`config.mk`:
```
export PLATFORM = sky130hd
export DESIGN_NAME = bram_rd_ctrl_flat
export DESIGN_NICKNAME = d
export VERILOG_FILES = /design/src/rtl/bram_rd_ctrl_pkg.sv /design/src/rtl/bram_rd_ctrl_if.sv /design/src/rtl/bram_rd_ctrl_fifo.sv /design/src/rtl/bram_rd_ctrl.sv /design/src/flat_wrapper.sv
export SDC_FILE = /design/constraint.sdc
export NUM_CORES = 1
export LEC_CHECK = 0
export CAP_MARGIN = 20
export CORE_MARGIN = 5
export CORE_UTILIZATION = 60
export DETAILED_ROUTE_END_ITERATION = 16
export DONT_BUFFER_PORTS = 1
export PLACE_DENSITY = 0.86
export RECOVER_POWER = 100
export SLEW_MARGIN = 40
export SYNTH_ARGS = -nofsm -noshare
export SYNTH_HDL_FRONTEND = slang
export SYNTH_HIERARCHICAL = 1
export SYNTH_SLANG_ARGS = --single-unit
export TNS_END_PERCENT = 30
```
`constraint.sdc`:
```
create_clock -name clk -period 5.25 [get_ports clk]
set_clock_uncertainty 0.15 [all_clocks]
set_input_delay 1.05 -clock clk [delete_from_list [all_inputs] [get_ports clk]]
set_output_delay 1.05 -clock clk [all_outputs]
set_load 0.05 [all_outputs]
```
`src/rtl/bram_rd_ctrl_pkg.sv`:
```
// Shared types and constants for the BRAM read controller.
package bram_ctrl_pkg;

  // Controller states
  typedef enum logic [1:0] {
    IDLE  = 2'd0,
    READ  = 2'd1,
    DRAIN = 2'd2,
    DONE  = 2'd3
  } state_t;

  // Output FIFO depth and the matching occupancy counter width (0..DEPTH)
  localparam int FIFO_DEPTH = 4;
  localparam int W_FCNT     = $clog2(FIFO_DEPTH) + 1;

  // Reads may be issued only while FIFO words plus in-flight reads stay below this
  localparam logic [W_FCNT:0] CREDIT_LIMIT = (W_FCNT + 1)'(FIFO_DEPTH);

endpackage

```
`src/rtl/bram_rd_ctrl_if.sv`:
```
// Command, BRAM port and output stream signals of the BRAM read controller.
// The master modport is the controller's view; slave is the environment's view.
interface bram_rd_ctrl_if #(
  parameter int W_DATA = 32,
  parameter int W_WORD = 4
);
  logic              start;
  logic [W_WORD-1:0] start_addr;
  logic [W_WORD:0]   num_words;
  logic              busy;
  logic              done;
  logic              bram_en;
  logic              bram_we;
  logic [W_WORD-1:0] bram_addr;
  logic [W_DATA-1:0] bram_dout;
  logic              m_valid;
  logic              m_ready;
  logic [W_DATA-1:0] m_data;
  logic              m_last;

  modport master (
    input  start, start_addr, num_words, bram_dout, m_ready,
    output busy, done, bram_en, bram_we, bram_addr, m_valid, m_data, m_last
  );

  modport slave (
    output start, start_addr, num_words, bram_dout, m_ready,
    input  busy, done, bram_en, bram_we, bram_addr, m_valid, m_data, m_last
  );
endinterface

```
`src/rtl/bram_rd_ctrl_fifo.sv`:
```
// Small synchronous FIFO holding read words (with their last flag) between
// the BRAM and the output stream. Storage is cleared on reset so the
// head data reads back as zero.
module rd_ctrl_fifo
  import bram_ctrl_pkg::*;
#(
  parameter int W_DATA = 32
) (
  input  logic              i_clk,
  input  logic              i_rst,
  input  logic              i_push,
  input  logic [W_DATA-1:0] i_data,
  input  logic              i_last,
  input  logic              i_pop,
  output logic [W_DATA-1:0] o_data,
  output logic              o_last,
  output logic              o_empty,
  output logic [W_FCNT-1:0] o_count
);
  localparam int W_PTR = $clog2(FIFO_DEPTH);
  localparam logic [W_FCNT-1:0] FULL_CNT = W_FCNT'(FIFO_DEPTH);

  logic [W_DATA-1:0]     r_mem [FIFO_DEPTH];
  logic [FIFO_DEPTH-1:0] r_last;
  logic [W_PTR-1:0]      r_wr_ptr;
  logic [W_PTR-1:0]      r_rd_ptr;
  logic [W_FCNT-1:0]     r_count;
  logic                  w_push;
  logic                  w_pop;

  assign w_push = i_push && (r_count != FULL_CNT);
  assign w_pop  = i_pop && (r_count != '0);

  // Storage, pointers and occupancy
  always_ff @(posedge i_clk) begin
    if (i_rst) begin
      for (int i = 0; i < FIFO_DEPTH; i++) r_mem[i] <= '0;
      r_last   <= '0;
      r_wr_ptr <= '0;
      r_rd_ptr <= '0;
      r_count  <= '0;
    end else begin
      if (w_push) begin
        r_mem[r_wr_ptr]  <= i_data;
        r_last[r_wr_ptr] <= i_last;
        r_wr_ptr         <= r_wr_ptr + 1'b1;
      end
      if (w_pop) r_rd_ptr <= r_rd_ptr + 1'b1;
      r_count <= r_count + W_FCNT'(w_push) - W_FCNT'(w_pop);
    end
  end

  assign o_empty = (r_count == '0);
  assign o_count = r_count;
  assign o_data  = r_mem[r_rd_ptr];
  assign o_last  = r_last[r_rd_ptr] & ~o_empty;

endmodule

```
`src/rtl/bram_rd_ctrl.sv`:
```
// Burst read controller for a single-port BRAM with one-cycle registered
// read latency. Reads are paced by a credit check so that every issued read
// has a guaranteed FIFO slot, giving full backpressure on the output stream.
// Optional feature macro: BRAM_RD_CTRL_LAST_EN enables m_last generation;
// when undefined m_last is constant 0.
//
// state | meaning
// IDLE  | waiting for start
// READ  | issuing reads while credit allows
// DRAIN | all reads issued, emptying FIFO downstream
// DONE  | one-cycle done pulse
module bram_rd_ctrl
  import bram_ctrl_pkg::*;
#(
  parameter int W_DATA = 32,
  parameter int N_WORD = 16,
  parameter int W_WORD = 4
) (
  input  logic            clk,
  input  logic            rst,
  bram_rd_ctrl_if.master  bus
);
  state_t            r_state;
  state_t            w_state_nxt;
  logic [W_WORD-1:0] r_addr;
  logic [W_WORD:0]   r_num;
  logic [W_WORD:0]   r_issue_cnt;
  logic [W_WORD:0]   r_out_cnt;
  logic [1:0]        r_inflight;
  logic              r_rd_vld;
  logic              r_rd_last;

  logic              w_busy;
  logic              w_done;
  logic              w_issue;
  logic              w_last_issue;
  logic              w_hs;
  logic              w_credit;
  logic [W_FCNT:0]   w_used;
  logic [W_DATA-1:0] w_fifo_data;
  logic              w_fifo_last;
  logic              w_fifo_empty;
  logic [W_FCNT-1:0] w_fifo_count;

  assign w_used   = (W_FCNT + 1)'(w_fifo_count) + (W_FCNT + 1)'(r_inflight);
  assign w_credit = (w_used < CREDIT_LIMIT);
  assign w_issue  = (r_state == READ) && (r_issue_cnt != r_num) && w_credit;
  assign w_hs     = ~w_fifo_empty & bus.m_ready;

`ifdef BRAM_RD_CTRL_LAST_EN
  assign w_last_issue = (r_issue_cnt == r_num - 1'b1);
`else
  assign w_last_issue = 1'b0;
`endif

  // State register and burst bookkeeping
  always_ff @(posedge clk) begin
    if (rst) begin
      r_state     <= IDLE;
      r_addr      <= '0;
      r_num       <= '0;
      r_issue_cnt <= '0;
      r_out_cnt   <= '0;
      r_inflight  <= '0;
      r_rd_vld    <= 1'b0;
      r_rd_last   <= 1'b0;
    end else begin
      r_state <= w_state_nxt;
      if ((r_state == IDLE) && bus.start) begin
        r_addr      <= bus.start_addr;
        r_num       <= bus.num_words;
        r_issue_cnt <= '0;
        r_out_cnt   <= '0;
      end
      if (w_issue) begin
        r_addr      <= (r_addr == W_WORD'(N_WORD - 1)) ? '0 : r_addr + 1'b1;
        r_issue_cnt <= r_issue_cnt + 1'b1;
      end
      if (w_hs) r_out_cnt <= r_out_cnt + 1'b1;
      // BRAM data for a read issued this cycle is on bram_dout next cycle
      r_rd_vld  <= w_issue;
      r_rd_last <= w_issue & w_last_issue;
      case ({w_issue, r_rd_vld})
        2'b10:   r_inflight <= r_inflight + 1'b1;
        2'b01:   r_inflight <= r_inflight - 1'b1;
        default: r_inflight <= r_inflight;
      endcase
    end
  end

  // Next-state and status outputs
  always_comb begin
    w_state_nxt = r_state;
    w_busy      = 1'b1;
    w_done      = 1'b0;
    case (r_state)
      IDLE: begin
        w_busy = 1'b0;
        if (bus.start) w_state_nxt = (bus.num_words == '0) ? DONE : READ;
      end
      READ: begin
        if (w_issue && (r_issue_cnt == r_num - 1'b1)) w_state_nxt = DRAIN;
      end
      DRAIN: begin
        if (w_hs && (r_out_cnt == r_num - 1'b1)) w_state_nxt = DONE;
      end
      DONE: begin
        w_done      = 1'b1;
        w_state_nxt = IDLE;
      end
      default: w_state_nxt = IDLE;
    endcase
  end

  rd_ctrl_fifo #(
    .W_DATA (W_DATA)
  ) u_fifo (
    .i_clk   (clk),
    .i_rst   (rst),
    .i_push  (r_rd_vld),
    .i_data  (bus.bram_dout),
    .i_last  (r_rd_last),
    .i_pop   (w_hs),
    .o_data  (w_fifo_data),
    .o_last  (w_fifo_last),
    .o_empty (w_fifo_empty),
    .o_count (w_fifo_count)
  );

  assign bus.busy      = w_busy;
  assign bus.done      = w_done;
  assign bus.bram_en   = w_issue;
  assign bus.bram_we   = 1'b0;
  assign bus.bram_addr = w_issue ? r_addr : '0;
  assign bus.m_valid   = ~w_fifo_empty;
  assign bus.m_data    = w_fifo_data;
  // Last flags are only ever written as 1 when the feature is enabled
  assign bus.m_last    = w_fifo_last;

endmodule
```
`src/flat_wrapper.sv`:
```
// flat-port wrapper written by rule: the top's interface ports become plain ports
module bram_rd_ctrl_flat import bram_ctrl_pkg::*;
#(
  parameter int W_DATA = 32,
  parameter int N_WORD = 16,
  parameter int W_WORD = 4
)
  (clk, rst, bus_start, bus_start_addr, bus_num_words, bus_bram_dout, bus_m_ready, bus_busy, bus_done, bus_bram_en, bus_bram_we, bus_bram_addr, bus_m_valid, bus_m_data, bus_m_last);
  bram_rd_ctrl_if #(.W_DATA(W_DATA), .W_WORD(W_WORD)) bus_i ();
  input  logic clk;
  input  logic rst;
  input wire logic [$bits(bus_i.start)-1:0] bus_start;
  input wire logic [$bits(bus_i.start_addr)-1:0] bus_start_addr;
  input wire logic [$bits(bus_i.num_words)-1:0] bus_num_words;
  input wire logic [$bits(bus_i.bram_dout)-1:0] bus_bram_dout;
  input wire logic [$bits(bus_i.m_ready)-1:0] bus_m_ready;
  output wire logic [$bits(bus_i.busy)-1:0] bus_busy;
  output wire logic [$bits(bus_i.done)-1:0] bus_done;
  output wire logic [$bits(bus_i.bram_en)-1:0] bus_bram_en;
  output wire logic [$bits(bus_i.bram_we)-1:0] bus_bram_we;
  output wire logic [$bits(bus_i.bram_addr)-1:0] bus_bram_addr;
  output wire logic [$bits(bus_i.m_valid)-1:0] bus_m_valid;
  output wire logic [$bits(bus_i.m_data)-1:0] bus_m_data;
  output wire logic [$bits(bus_i.m_last)-1:0] bus_m_last;
  assign bus_i.start = bus_start;
  assign bus_i.start_addr = bus_start_addr;
  assign bus_i.num_words = bus_num_words;
  assign bus_i.bram_dout = bus_bram_dout;
  assign bus_i.m_ready = bus_m_ready;
  assign bus_busy = bus_i.busy;
  assign bus_done = bus_i.done;
  assign bus_bram_en = bus_i.bram_en;
  assign bus_bram_we = bus_i.bram_we;
  assign bus_bram_addr = bus_i.bram_addr;
  assign bus_m_valid = bus_i.m_valid;
  assign bus_m_data = bus_i.m_data;
  assign bus_m_last = bus_i.m_last;
  bram_rd_ctrl #(.W_DATA(W_DATA), .N_WORD(N_WORD), .W_WORD(W_WORD)) u_core (.clk(clk), .rst(rst), .bus(bus_i));
endmodule
```
### Word level (Yosys, flattened, before mapping)

Memory sizes are Yosys's and may differ from the RTL's. A register that Yosys moved wholly into a read port is not among the register bits.
Index checks and enable logic that the tools add are counted.
Widths: inputs -> output; s select.

| operators by class | value |
|---|---|
| add/subtract/negate cells | 11 |
| $lt $le $gt $ge | 4 |
| equal/unequal tests | 13 |
| muxes and demuxes | 29 |
| bitwise gates (word level) | 5 |
| reductions and logical operators | 17 |

Operators by type and width:

| cell | count |
|---|---|
| $mux 32 | 1 |
| $reduce_or 32->1 | 1 |
| $mux 4 | 4 |
| $mux 5 | 3 |
| $mux 2 | 7 |
| $add 5x1->5 const B | 2 |
| $eq 5x5->1 | 2 |
| $mux 1 | 10 |
| $logic_and 1x1->1 | 8 |
| $pmux 2 s4 | 1 |
| $add 2x1->2 const B | 3 |
| $eq 2x2->1 const B | 3 |
| $lt 2x3->1 const B | 2 |
| $reduce_bool 2->1 | 3 |
| $logic_not 5->1 | 1 |
| $ne 5x5->1 | 1 |
| $sub 5x1->5 const B | 1 |
| $add 3x2->4 | 1 |
| $add 4x1->4 const B | 1 |
| $and 4x4->4 | 1 |
| $eq 2x1->1 const B | 2 |
| $eq 4x4->1 const B | 1 |
| $lt 4x3->1 const B | 1 |
| $ne 2x2->1 const B | 2 |
| other kinds (16) | 17 |

| word-level totals | value |
|---|---|
| register bits after elaboration | 35 |
| bits in writable memories | 128 |
| bits of input ports | 45 |
| output and inout port bits | 42 |
| word-level logic and storage cells | 91 |
| memories | 1 |

Memory list:

| name | words | width | rd ports | clocked after Yosys merged registers in | write ports | line | RTL |
|---|---|---|---|---|---|---|---|
| u_core.u_fifo.r_mem | 4 | 32 | 1 | 1 | 4 | bram_rd_ctrl_fifo.sv:23 | `logic [W_DATA-1:0] r_mem [FIFO_DEPTH];` |

### Depth between registers and ports, before layout

| logic depth | value |
|---|---|
| depth in word-level cells | 7 |
| mapped depth | 13 |
| gate-level depth less buffers | 13 |

### By module

Netlist, hierarchy kept.

Modules (own cells, without submodules):

| module | instances | cells each | area an instance (um^2) |
|---|---|---|---|
| rd_ctrl_fifo | 1 | 384 | 6,289.8 |
| bram_rd_ctrl | 1 | 194 | 1,539.0 |

### Worst setup path before layout

OpenSTA, ideal clock, no wires.

| timing | value |
|---|---|
| path kind | flip-flop to output port |
| start point | register u_core.u_fifo.r_count[1], in the netlist u_core/u_fifo/o_count[1] |
| end point | output port bus_bram_addr[0] |
| data arrival time | 2.049 ns |
| data required time | 4.050 ns |
| setup slack | 2.001 ns |
| stages on the path, launching flop included | 7 |
| buffers on the path | 1 |
| path through | dfxtp_1 -> ha_1 -> and3_1 -> nor4_4 -> o21ai_2 -> buf_2 -> nor2_1 |

| between the ends | value |
|---|---|
| word-level cells in the longest chain between the ends | 4 |

RTL lines:

| element | line | RTL |
|---|---|---|
| start, declared | bram_rd_ctrl_fifo.sv:27 | `logic [W_FCNT-1:0] r_count;` |
| start signal, assigned | bram_rd_ctrl_fifo.sv:49 | `r_count <= r_count + W_FCNT'(w_push) - W_FCNT'(w_pop);` |
| $add 3x2->4 | bram_rd_ctrl.sv:45 | `assign w_used = (W_FCNT + 1)'(w_fifo_count) + (W_FCNT + 1)'(r_inflight);` |
| $lt 4x3->1 | bram_rd_ctrl.sv:46 | `assign w_credit = (w_used < CREDIT_LIMIT);` |
| $logic_and 1x1->1 | bram_rd_ctrl.sv:47 | `assign w_issue = (r_state == READ) && (r_issue_cnt != r_num) && w_credit;` |
| $mux 4 | bram_rd_ctrl.sv:134 | `assign bus.bram_addr = w_issue ? r_addr : '0;` |
| end, declared | flat_wrapper.sv:21 | `output wire logic [$bits(bus_i.bram_addr)-1:0] bus_bram_addr;` |

No other way between the ends.

### Worst setup path after layout

| timing | value |
|---|---|
| start point | register u_core.u_fifo.r_count[1], in the netlist u_core/u_fifo/o_count[1] |
| end point | output port bus_bram_addr[3] |

| between the ends | value |
|---|---|
| word-level cells in the longest chain between the ends | 4 |

RTL lines:

| element | line | RTL |
|---|---|---|
| $add 3x2->4 | bram_rd_ctrl.sv:45 |  |
| $lt 4x3->1 | bram_rd_ctrl.sv:46 |  |
| $logic_and 1x1->1 | bram_rd_ctrl.sv:47 |  |
| net bus_bram_en | flat_wrapper.sv:19 | `output wire logic [$bits(bus_i.bram_en)-1:0] bus_bram_en;` |
| $mux 4 | bram_rd_ctrl.sv:134 |  |

The timed path passes the listed nets, and every way through them passes these cells.

==> run_results.csv <==
group,metric,value,unit
synth,synthesis.area,7830,um2
final_layout,final_util,0.659,
sta,finalHoldViolCount,0,
floorplanning,pin_count,87,
worst_setup_path,r2r_cells,3,
run,cap_violations,5,
floorplanning,initial_core_util,0.615,
synth,synth_enable_flop_cells,128,
grt,grt_max_degree,43,
floorplanning,row_count,41,
clock_tree,clk_path_buf_depth,2,
clock_tree,clkTransAtPathRegs,0.06,ns
power_and_ir_drop,peakVddDrop,0.283,mV
final_layout,final_area,8390,um2
final_layout,drive_gt1_frac,0.126,
drt,drtIter0Drc,301,
status,violations,"capacitance limit, slew limit",
clock_tree,cts.sinks,165,
synth,synth-seq-area-share,0.586,
placed_design,port_buffers,0,
clock_tree,hold_buffers,0,
hold_path,hold_end,"u_core/u_fifo/r_last[2]$_SDFFE_PP0P_",
power_and_ir_drop,leakage,2.97,nW
sta,hold_ws,0.340,ns
grt,grt_pass1_vias,4771,
clock_tree,worstSkewPairLatency,0.42,ns
final_layout,layout_commonest_cell,"edfxtp_1",
clock_tree,htreeDepth,4,
synth,synth_seq_cells,165,
worst_setup_path,endpoint_kind,"output pin",
synth,synthSimpleGateAreaFrac,0.181,
synth,synth-compound-area-share,0.0471,
clock_tree,cts_setup_buffers,0,
synth,avgSynthCellArea,13.5,um2
placed_design,dp_hpwl,9.60,mm
synth,synth.mux.area_fraction,0.0988,
worst_setup_path,path_cells,"ha_1 -> and3_1 -> nor4_1 -> o21ai_2 -> inv_1 -> and2_0",
grt,grt_pass1_wl,24.8,mm
hold_path,hp-class,"flip-flop to flip-flop",
floorplanning,coreArea,12700,um2
floorplanning,die_x,124,um
final_layout,final_cell_mix,"128 x edfxtp_1, 89 x and2_0, 41 x and2_1",
sta,finalCritPeriodShare,0.832,
clock_tree,clockRootBuffer,"clkbuf_16",
placed_design,dp_cells,727,
worst_setup_path,cp-start-kind,"flip-flop",
worst_setup_path,critPathTopFamily,"simple AND/OR/NAND/NOR gates",
clock_tree,ctsResizeCount,0,
power_and_ir_drop,p_per_area,398,nW/um2
grt,grt.overflow.total,0,
drt,route.detailed.drc,0,
worst_setup_path,path_max_fanout,19,
hold_path,min_from,"u_core/u_fifo/r_last[2]$_SDFFE_PP0P_",
sta,post-route-min-period,4.37,ns
drt,ant_nets,0,
hold_path,min_path_cells,2,
final_layout,fin_cells,759,
worst_setup_path,arrival,3.17,ns
worst_setup_path,crit_type,"flip-flop to output pin",
synth,syn_inst,578,
placed_design,routabilityCongestion,0.786,
synth,synth_xor_area_frac,0.0219,
sta,tns,0,ns
grt,grtUsageTotal,0.206,
worst_setup_path,r2r_end,"u_core/u_fifo/r_mem[2][1]$_SDFFCE_PN0P_",
worst_setup_path,required,4.05,ns
final_layout,layout.filler_cells,897,
sta,maxSlewHeadroom,-0.805,
sta,worstMarginPinSlew,2.71,ns
drt,first_pass_iters,5,
worst_setup_path,crit_slowest_cell,"and2_0",
placed_design,placed_area,7900,um2
status,status,"finished with violations",
synth,synth_cell_types,57,
sta,rsz0062_at_grt,"false",
worst_setup_path,r2r_setup_slack,1.65,ns
synth,synth_top_family_by_area,"simple AND/OR/NAND/NOR gates",
grt,antenna_found_initial,0,
drt,wl_per_cell,20.4,um
drt,vias_per_cell,5.90,
worst_setup_path,max_stage_delay,0.67,ns
final_layout,fin_nets,637,
final_layout,areaGrowthSynthToFinish,7.14,%
synth,synthAdderAreaFrac,0.0297,
synth,ys.flop_type,"edfxtp_1",
worst_setup_path,critPathBufInv,1,
sta,clock.fmax,229,MHz
sta,report.final.slew_viol_count,132,
synth,yosys_warnings,6,
final_layout,antenna_cells,0,
drt,routed_wl,15.5,mm
worst_setup_path,reg2reg_from,"u_core/u_fifo/o_count[2]$_SDFF_PP0_",
clock_tree,cts_tree,"built",
floorplanning,fp.dieH,124,um
drt,vias,4477,
clock_tree,cts_made_buffers,17,
sta,setup_viol,0,
synth,postSynth.asyncResetShare,0,
floorplanning,die-area,15400,um2
layout make-up:
type                       instances  area (um2)  area share
inverter                          19        71.3     0.00850
clock buffer                      17         425      0.0507
clock inverter                    15         138      0.0164
multi-input combinational        365        2930       0.349
tap                              172         215      0.0257
timing repair buffer               6        23.8     0.00283
sequential                       165        4590       0.547
metal layers:
metal | global-route usage | up-vias | wire (um)
met1 | 0.223 | 2224 | 6030
met2 | 0.368 | 160 | 8250
met5 | 0 | - | 0
met4 | 0.0787 | 0 | 307
li1 | - | 2065 | -
met3 | 0.0712 | 28 | 919
cell families (layout without fill, tap and decap cells):
group / Yosys count / in the layout
other: 1 / 3
adder cells (fa/ha/maj): 18 / 18
flip-flops: 165 / 165
AO/OA/AOI/OAI: 54 / 54
AND/OR/NAND/NOR: 236 / 236
XOR/XNOR: 18 / 18
multiplexers: 36 / 36
buffers and inverters: 50 / 57
power breakdown:
| group | internal (mW) | switching [mW] | leakage [nW] | total [mW] |
|---|---|---|---|---|
| sequential | 1.51 | 0.0698 | 1.62 | 1.58 |
| combinational | 0.173 | 0.408 | 1.07 | 0.581 |
| clock | 0.693 | 0.486 | 0.272 | 1.18 |
how the worst max path moves through the flow:
stage          slack [ns]  cells past startpoint          endpoint                                 from
4_1_cts              1.35                      6  bus_bram_addr[3]  u_core/u_fifo/o_count[1]$_SDFF_PP0_
6_report             0.88                      6  bus_bram_addr[3]  u_core/u_fifo/o_count[1]$_SDFF_PP0_
2_1_floorplan        2.00                      6  bus_bram_addr[0]  u_core/u_fifo/o_count[1]$_SDFF_PP0_
5_1_grt              0.61                      6  bus_bram_addr[3]  u_core/u_fifo/o_count[1]$_SDFF_PP0_
3_5_place_dp         1.81                      6  bus_bram_addr[3]  u_core/u_fifo/o_count[1]$_SDFF_PP0_
3_3_place_gp         1.86                      6  bus_bram_addr[3]  u_core/u_fifo/o_count[1]$_SDFF_PP0_
Yosys cell counts, drive strengths merged (8+ instances only):
master	number	area share
and2	132	0.11
edfxtp	128	0.49
dfxtp	37	0.095
mux4	33	0.095
nand2	29	0.014
nor2	28	0.014
a21oi	22	0.014
buf	22	0.022
inv	19	0.0091
ha	17	0.027
nand3	12	0.0077
o21ai	10	0.0069
xnor2	10	0.011
clkbuf	9	0.0043
nand2b	8	0.0074
registers in the layout, indices dropped and copies added (netlist names), 3 cells and up, named ones only:
signal / flops
u_core/r_addr: 4
u_core/u_fifo/r_last: 4
u_core/r_num: 5
u_core/r_out_cnt: 5
u_core/r_issue_cnt: 5
u_core/u_fifo/o_count: 3
u_core/u_fifo/r_mem: 128
worst register-to-register path: cells and delay by family, from the launching register on:
family / cells / cell delay [ns]
AND/OR/NAND/NOR: 3 / 2.35
flip-flops: 1 / 0.43
per-stage QoR:
| stage | power, mW | setup WS (ns) |
|---|---|---|
| 2_1_floorplan | 2.10 | 2.00 |
| 3_3_place_gp | 2.17 | 1.86 |
| 3_5_place_dp | 2.20 | 1.81 |
| 4_1_cts | 3.38 | 1.35 |
| 5_1_grt | 3.48 | 0.609 |
| 6_report | 3.34 | 0.885 |
No activity file was read; power rests on OpenSTA's default activity.
==> RTL edit, RTL diff (same settings) <==
Add a define of `BRAM_RD_CTRL_LAST_EN`.
--- a/src/rtl/bram_rd_ctrl.sv
+++ b/src/rtl/bram_rd_ctrl.sv
@@ -10,4 +10,6 @@
 // DRAIN | all reads issued, emptying FIFO downstream
 // DONE  | one-cycle done pulse
+`define BRAM_RD_CTRL_LAST_EN
+
 module bram_rd_ctrl
   import bram_ctrl_pkg::*;
Function: changed (a bounded check fails within 4 cycles, from zero or initial values and one cycle with rst high).
==> RTL edit against the original RTL <==
- die area up 0.16%
- routed wire length is 3.5% higher
- area after synthesis grew 0.18%
- total power down 0.52%
- setup slack improved by 0.0060 ns
- largest cell class unchanged
- critical path depth unchanged
- worst hold slack worse by 0.0050 ns
- the run still ends with capacitance limit, slew limit left
- register-to-register slack worse by 0.23 ns
- critical path type unchanged
- count of clock-buffer cells in the layout increased by 4
- sequential cell count is 1 higher
- critical endpoint unchanged
- fmax increased by 0.14%
- final area down 0.18%
==> RTL edit: results <==
{
  "status": "finished with violations",
  "r2r_slack_ns": 1.42,
  "final-max-slew-violation-count": 140,
  "hp-start": "u_core/u_fifo/r_last[3]",
  "synth_fa_ha_area_share_pct": 2.81,
  "multi_input_area_mm2": 0.00292,
  "drive_gt1_share_pct": 12.5,
  "seq_area_frac_synth_pct": 58.7,
  "place.gp.congestion": 0.795,
  "switching_power_mw": 0.944,
  "synth_common_cells": "and2_1, edfxtp_1, dfxtp_1",
  "synth-compound-area-share_pct": 4.37,
  "area_delta_synth_final_pct": 6.76,
  "leakage_nw": 2.95,
  "nFillCells": 928,
  "tightest_slew_ns": 2.65,
  "sh_seq_area_pct": 55.0,
  "violations": "capacitance limit, slew limit",
  "clkbuf_count": 21,
  "synthTopCellsByArea": "edfxtp_1, and2_1, dfxtp_1",
  "wl_per_cell_um": 21.2,
  "cap_viol_max_count": 5,
  "synthXorXnorAreaFrac_pct": 2.41,
  "pre_cts_ws_ns": 1.56,
  "grt_pass1_wl_mm": 25.5,
  "r2r_end": "u_core/u_fifo/r_mem[1][28]",
  "grt_max_degree": 44,
  "synth_cell_types": 60,
  "ys_seq_elements": 166,
  "dpl.hpwl_mm": 9.70
}
## RTL edit: cell types whose count changed in the layout (fill, tap and decap cells not counted), sizes merged, moves of 3 or more
| cell | before | now |
|---|---|---|
| nand3 | 12 | 16 |
| clkbuf | 23 | 26 |
| clkinv | 9 | 6 |
| inv | 21 | 18 |
| o21ai | 10 | 13 |
| xor2 | 7 | 10 |
## RTL edit: metal layers
layer | part of all wire, % | vias up | track usage, %
li1 | - | 2058 | -
met1 | 40 | 2242 | 25.2
met2 | 52 | 139 | 36.9
met3 | 6.1 | 30 | 6.09
met4 | 2.1 | 0 | 7.16
met5 | 0 | - | 0
## RTL edit: critical path: stages, from the launching register on
cell	delay [ns]
dfxtp_1	0.46
ha_1	0.28
nand3_1	0.07
nor4bb_1	0.46
o21ai_4	0.27
inv_1	0.51
and2_0	0.67
